$ cat config.mk
export PLATFORM = sky130hd
export DESIGN_NAME = seg_scan_driver
export DESIGN_NICKNAME = d
export VERILOG_FILES = /design/src/rtl/seg_scan_driver.sv
export SDC_FILE = /design/constraint.sdc
export NUM_CORES = 1
export LEC_CHECK = 0
export CAP_MARGIN = 10
export CELL_PAD_IN_SITES_DETAIL_PLACEMENT = 1
export CELL_PAD_IN_SITES_GLOBAL_PLACEMENT = 2
export CORE_ASPECT_RATIO = 0.7
export CORE_MARGIN = 1.5
export CORE_UTILIZATION = 37
export DETAILED_ROUTE_END_ITERATION = 16
export HOLD_SLACK_MARGIN = 0.08
export PLACE_DENSITY = 0.85
export SYNTH_ARGS = -nofsm -noshare
export SYNTH_HDL_FRONTEND = slang
export SYNTH_SLANG_ARGS = --single-unit
$ cat constraint.sdc
create_clock -name clk -period 2.4 [get_ports clk]
set_input_delay 0.48 -clock clk [delete_from_list [all_inputs] [get_ports clk]]
set_output_delay 0.48 -clock clk [all_outputs]
set_load 0.05 [all_outputs]
$ cat src/rtl/seg_scan_driver.sv
// Time-multiplexed scan driver for a 3-digit common-anode 7-segment display.
// Each digit slot opens with an all-off guard, and a frame snapshot keeps the digits consistent.
module seg_scan_driver #(
    parameter int REFRESH_DIV  = 50000,
    parameter int BLANK_CYCLES = 500
) (
    input  logic        clk,
    input  logic        rst_n,
    input  logic [20:0] seven_segs,
    input  logic        enable,
    input  logic        blank_leading,
    output logic [6:0]  seg_out,
    output logic [2:0]  dig_en_n,
    output logic        frame_done
);

    localparam int CW = (REFRESH_DIV > 2) ? $clog2(REFRESH_DIV) : 1;
    localparam logic [CW-1:0] BLANK_LAST = CW'(BLANK_CYCLES - 1);
    localparam logic [CW-1:0] DRIVE_LAST = CW'(REFRESH_DIV - BLANK_CYCLES - 1);
    localparam logic [CW-1:0] CNT_ONE    = CW'(1);
    localparam logic [6:0]    SEG_OFF    = 7'h7F;
    localparam logic [6:0]    SEG_ZERO   = 7'b1000000;

    typedef enum logic [1:0] {
        IDLE  = 2'd0,
        BLANK = 2'd1,
        DRIVE = 2'd2
    } state_t;

    state_t         state_r;
    logic [1:0]     idx_r;
    logic [CW-1:0]  cnt_r;
    logic [20:0]    snapshot_r;
    logic [6:0]     drive_seg_s;
    logic [2:0]     drive_dig_s;

    function automatic logic [6:0] digit_of(input logic [20:0] snap, input logic [1:0] idx);
        logic [6:0] pat;
        case (idx)
            2'd0:    pat = snap[6:0];
            2'd1:    pat = snap[13:7];
            2'd2:    pat = snap[20:14];
            default: pat = SEG_OFF;
        endcase
        return pat;
    endfunction

    // Leading zeros blank only while every more-significant digit is also blank.
    function automatic logic is_suppressed(input logic [20:0] snap, input logic [1:0] idx,
                                           input logic bl);
        logic hund_zero;
        logic tens_zero;
        logic sup;
        hund_zero = (snap[20:14] == SEG_ZERO);
        tens_zero = (snap[13:7] == SEG_ZERO);
        case (idx)
            2'd2:    sup = bl && hund_zero;
            2'd1:    sup = bl && hund_zero && tens_zero;
            default: sup = 1'b0;
        endcase
        return sup;
    endfunction

    // Pattern and digit enable to load when the current slot enters DRIVE.
    always_comb begin
        drive_seg_s = SEG_OFF;
        drive_dig_s = 3'b111;
        if (is_suppressed(snapshot_r, idx_r, blank_leading)) begin
            drive_seg_s = SEG_OFF;
            drive_dig_s = 3'b111;
        end else begin
            drive_seg_s = digit_of(snapshot_r, idx_r);
            case (idx_r)
                2'd0:    drive_dig_s = 3'b110;
                2'd1:    drive_dig_s = 3'b101;
                2'd2:    drive_dig_s = 3'b011;
                default: drive_dig_s = 3'b111;
            endcase
        end
    end

    // Scan FSM with registered outputs; enable low overrides everything, including a frame wrap.
    always_ff @(posedge clk or negedge rst_n) begin
        if (!rst_n) begin
            state_r    <= IDLE;
            idx_r      <= 2'd0;
            cnt_r      <= '0;
            snapshot_r <= 21'h1FFFFF;
            seg_out    <= SEG_OFF;
            dig_en_n   <= 3'b111;
            frame_done <= 1'b0;
        end else begin
            frame_done <= 1'b0;
            if (!enable) begin
                state_r  <= IDLE;
                idx_r    <= 2'd0;
                cnt_r    <= '0;
                seg_out  <= SEG_OFF;
                dig_en_n <= 3'b111;
            end else begin
                case (state_r)
                    IDLE: begin
                        snapshot_r <= seven_segs;
                        idx_r      <= 2'd0;
                        cnt_r      <= '0;
                        state_r    <= BLANK;
                        seg_out    <= SEG_OFF;
                        dig_en_n   <= 3'b111;
                    end
                    BLANK: begin
                        if (cnt_r == BLANK_LAST) begin
                            cnt_r    <= '0;
                            state_r  <= DRIVE;
                            seg_out  <= drive_seg_s;
                            dig_en_n <= drive_dig_s;
                        end else begin
                            cnt_r    <= cnt_r + CNT_ONE;
                            seg_out  <= SEG_OFF;
                            dig_en_n <= 3'b111;
                        end
                    end
                    DRIVE: begin
                        if (cnt_r == DRIVE_LAST) begin
                            cnt_r    <= '0;
                            state_r  <= BLANK;
                            seg_out  <= SEG_OFF;
                            dig_en_n <= 3'b111;
                            if (idx_r == 2'd2) begin
                                idx_r      <= 2'd0;
                                snapshot_r <= seven_segs;
                                frame_done <= 1'b1;
                            end else begin
                                idx_r <= idx_r + 2'd1;
                            end
                        end else begin
                            cnt_r <= cnt_r + CNT_ONE;
                        end
                    end
                    default: begin
                        state_r  <= IDLE;
                        idx_r    <= 2'd0;
                        cnt_r    <= '0;
                        seg_out  <= SEG_OFF;
                        dig_en_n <= 3'b111;
                    end
                endcase
            end
        end
    end

endmodule

# Yosys cells after proc, flatten, opt, wreduce, memory -nomap -nowiden
# Index checks and enable logic that the tools add are counted.
# classes
add_sub_neg	2
eq_ne	13
n_mux	32
n_reduce_logical	8
# ops
operator	n
16-bit two-way mux	3
21-bit two-way mux	2
21-bit one-hot mux with 2 select lines	1
16-bit one-hot mux with 2 select lines	1
7-bit two-way mux	4
7-bit one-hot mux with 3 select lines	1
16-bit by 1-bit adder with 16-bit output, second input constant	1
16-bit == test, second input constant	1
16-bit by 9-bit == test with 1-bit output, second input constant	1
7-bit == test, second input constant	2
7-bit one-hot mux with 2 select lines	1
2-bit two-way mux	6
3-bit two-way mux	4
3-bit one-hot mux with 3 select lines	1
2-bit != test, second input constant	3
3-bit != test, second input constant	2
2-bit one-hot mux with 3 select lines	1
3-bit one-hot mux with 2 select lines	1
2-bit by 1-bit == test with 1-bit output, second input constant	2
2-bit == test, second input constant	2
2-bit zero test	2
1-bit two-way mux	4
2-bit one-hot mux with 2 select lines	1
2-bit AND reduction	2
5 further kinds	6
# totals
reg_bits	52
input_bits	25
output_inout_bits	11
wordCells	62

# Depth between registers and ports, before layout
# logic_depth
ltp_word	8
mapped_depth	8
mapped_depth_nobuf	6

# Worst setup path after synthesis
# No wires, ideal clock.
# synth_path
path_type	register to register
startpoint	register state_r[0]
endpoint	register snapshot_r[10]
setup_time_ns	0.082
t_arrival_ns	1.827
t_required_ns	2.318
path_slack_ns	0.491
stages_incl_launch_ff	9
path_buffers	2
synth_period_minus_slack_ns	1.909
path_cell_list	dfrtp_1 > inv_1 > ha_1 > clkbuf_1 > mux2_2 > nand2_1 > a21oi_2 > buf_4 > mux2_2
# synth_between
elab_chain_cells	3
word_cells_on_any_way	7
cone_classes	eq/ne (3); mux (1); reduce/logical (3)
# synth_lines
item	line	source
start, declared	30	state_t state_r;
start signal, assigned	85	state_r <= IDLE;
start signal, assigned	95	state_r <= IDLE;
start signal, assigned	106	state_r <= BLANK;
2-bit == test or 2-bit zero test (tied branches)	101	case (state_r)
2-bit != test (no line) or 2-bit nonzero test (tied branches)	n/a	
4-bit AND reduction (no line)	n/a	
end signal, assigned	103	snapshot_r <= seven_segs;
end signal, assigned	130	snapshot_r <= seven_segs;
end, declared	33	logic [20:0] snapshot_r;
# Parallel ways exist; a longest one is shown, timed or not.
# A chain may end at the register's enable or synchronous reset.

# Final worst setup path
# layout_path
startpoint	register cnt_r[0]
endpoint	register snapshot_r[7]
# layout_between
elab_chain_cells	3
# layout_lines
item	line	source
start, declared	32	logic [CW-1:0] cnt_r;
start signal, assigned	117	cnt_r <= cnt_r + CNT_ONE;
start signal, assigned	136	cnt_r <= cnt_r + CNT_ONE;
16-bit == test	123	if (cnt_r == DRIVE_LAST) begin
2-bit != test (no line)	n/a	
4-bit AND reduction (no line)	n/a	
# No other way between the ends.

==> summary.md <==
| Metric | Value |
|---|---|
| Worst path depth | `6` |
| Hold Fails Final Rpt | `0` |
| H-tree depth | `2` |
| Run status | `complete, no violations` |
| Gpl congestion | `0.775` |
| Synth top area share | `30.1%` |
| GRT Overall Usage | `17.8%` |
| Setup crit end | `snapshot_r[7]` |
| R2R Setup Slk | `0.24 ns` |
| Critical path's slowest cell | `dfrtp_1` |
| VDD IR max | `0.450 mV` |
| Worst Setup End Kind | `flop` |
| Cell variety after synth | `47` |
| Pre-antenna DRT Iters | `4` |
| Post-synth top cells | `dfstp_2, nor3_1, mux2_2` |
| Worst EP required | `2.63 ns` |
| Die area | `7840 um2` |
| CP bufs+invs | `1` |
| Drt wl/cell | `18.3 um` |
| CP top delay family | `simple AND/OR/NAND/NOR gates` |
| Synth Cell Area | `2700 um2` |
| F_max | `464 MHz` |
| Max-slew violation count | `0` |
| Vias/cell | `5.55` |
| Mapped Nets | `263` |
| Via count | `1998` |
| Fin crit period | `2.16 ns` |
| Post-CTS sizing | `0` |
| Top_reg_cell synth | `dfstp_2` |
| Die W | `105 um` |
| Synth async-reset ratio | `100%` |
| Postcts setup bufs | `0` |
| Core Region | `6910 um2` |
| Clock-pin slew on the worst setup and hold paths | `0.10 ns` |
| Seq cells post-synth | `52` |
| Global route overflow | `0` |
| Fin crit share | `89.9%` |
| Area grow syn2layout | `21.1%` |
| Worst Clk Skew | `0.00615 ns` |
| Initial Utilization | `39.1%` |
| WL final | `6.57 mm` |
| Final setup violation count | `0` |
| Static Leak | `0.00120 uW` |
| Inst Count DP | `352` |
| Worst r2r src | `cnt_r[0]` |
| Most numerous cell in the Yosys netlist | `dfstp_2` |
| RSZ-0062 raised after global routing | `no` |
| Synth Instances | `229` |
| Rel. slew slack | `59.5%` |
| Sequential area share after synthesis | `49.6%` |
| Post-synth EDFFs | `0` |
| Crit Path Class | `reg -> reg` |
| Power Total | `2820 uW` |
| R2R depth | `6` |
| CTS tree | `done` |
| Hold Slack | `0.0933 ns` |
| Setup Total Neg Slack | `0 ns` |
| Post-synthesis average cell area | `11.8 um2` |
| CTS buffer count | `5` |
| Pwr Density | `861 nW/um2` |
| Warnings, synthesis | `0` |
| Largest net degree at the start of global routing | `22` |
| Main area contributors after synthesis | `dfstp_2, dfrtp_1, mux2_2` |
| CTS Root Cell | `clkbuf_8` |
| DRT antenna net count | `0` |
| Crit path launch type | `flop` |
| Post-route DRC | `0` |
| Clock Path Buffers | `2` |
| RR Endpoint | `snapshot_r[7]` |
| Port buffer count | `35` |
| Slew @ Worst Pin | `0.605 ns` |
| Post-synth top area cell | `dfstp_2` |
| CTS Hold Buffers Added | `0` |
| Worst Hold Class | `in -> async` |
| CTS sink count | `52` |
| Initial antenna violation count | `0` |
| Crit-path cells | `ha_1 > nor4b_4 > nand4_2 > a21oi_2 > buf_12 > mux2_2` |
| Clk Latency, worst-skew pair | `0.30 ns` |
| Largest stage delay on the critical path | `0.42 ns` |
| Critical path peak fanout | `21` |
| Worst Setup Slack, final | `0.243 ns` |
| Crit path launch | `cnt_r[0]` |
| Num rows | `25` |
| Die H | `74.5 um` |
| Post-placement setup slack | `0.246 ns` |
| Layout cell share with drive strength beyond 1 | `31.6%` |
| Hpwl dp | `4.97 mm` |
| WP data arrival | `2.39 ns` |
| First-pass GRT wire length | `10.7 mm` |
| N_diodes | `0` |
| Final instance count without filler cells | `360` |
| # IOs | `36` |
| 1st-iter DRT viols | `130` |
| Vias in the first global route | `2062` |
| Nets | `299` |
| MaxCap Viol Count | `0` |
==> how the worst min path moves through the flow <==
stage,from,slack [ns],cells past startpoint,endpoint
finish,rst_n,0.09,1,cnt_r[2]
global route,rst_n,0.10,1,cnt_r[10]
CTS,rst_n,0.10,1,cnt_r[10]
detailed placement,rst_n,0.44,1,cnt_r[10]
global placement,rst_n,0.43,1,cnt_r[10]
floorplan,rst_n,0.18,0,cnt_r[0]
==> cells in the final DEF, fill, tap and decap left out, types with 2 or more instances in the layout <==
cell             instances
nand3b_1                 2
clkbuf_8                 5
nor2b_1                  2
or4_1                    2
and4_1                   3
dfstp_2                 31
nand3_1                  5
ha_1                     9
xnor2_1                  8
nor3b_1                  2
mux2i_1                  3
o31ai_1                  2
dfrtp_1                 21
xor2_1                   3
o21ai_0                  2
nand4b_1                 2
clkdlybuf4s50_1         34
a31oi_1                 10
nor4_1                   5
or3_2                    2
nand4_1                  2
nor4b_4                  2
nor3_1                  24
nand3_2                  2
mux2_2                  22
buf_4                    6
a211oi_1                 3
a222oi_1                 7
nor2_1                   4
nand2_1                 14
inv_1                    7
==> layer usage <==
layer  track usage (%)  share of wire [%]  vias up  wire length, um
met2              26.0                 44       49             2870
met5                 0                  0        -                0
li1                  -                  -      938                -
met4              5.48                1.0        0               66
met1              26.8                 51     1007             3350
met3              3.33                4.4        4              291
==> worst reg2reg max path: cells and delay by family (launching register included) <==
family          cells  cell delay (ns)
simple gates        2             0.60
compound gates      1             0.26
buf+inv             1             0.19
flops               1             0.42
mux                 1             0.37
fa+ha+maj           1             0.25
==> kinds of logic after synthesis <==
| kind of cell | Yosys count | synth area share, % |
|---|---|---|
| compound gates | 31 | 10.2 |
| xor+xnor | 11 | 3.56 |
| mux | 25 | 10.3 |
| simple gates | 81 | 18.9 |
| flops | 52 | 49.6 |
| fa+ha+maj | 9 | 4.16 |
| buf+inv | 20 | 3.29 |
==> registers in the layout (all words and copies together), names as in the netlist <==
| name | cells |
|---|---|
| seg_out | 7 |
| state_r | 2 |
| cnt_r | 16 |
| dig_en_n | 3 |
| frame_done | 1 |
| snapshot_r | 21 |
| idx_r | 2 |
==> through the flow <==
step                instance area (um2)  utilization, %
floorplan                          2700               -
global placement                   3170            45.8
detailed placement                 3170            45.8
CTS                                3270            47.4
global route                       3270            47.4
finish                             3270            47.4
==> layout make-up <==
cell class | instances | area [um2]
repair buffers | 42 | 410
well taps | 94 | 118
clock buffers | 6 | 93.8
fillers | 747 | 3640
flip-flops and latches | 52 | 1340
inverters | 7 | 26.3
multi-input cells | 157 | 1270
clock inverters | 2 | 11.3
==> where the power goes <==
| group | internal, uW | leakage, uW | switching, uW |
|---|---|---|---|
| sequential | 1220 | 0.000618 | 180 |
| combinational | 425 | 0.000529 | 429 |
| clock | 268 | 0.0000566 | 298 |
Note: power is estimated with default switching activity, not from simulation.
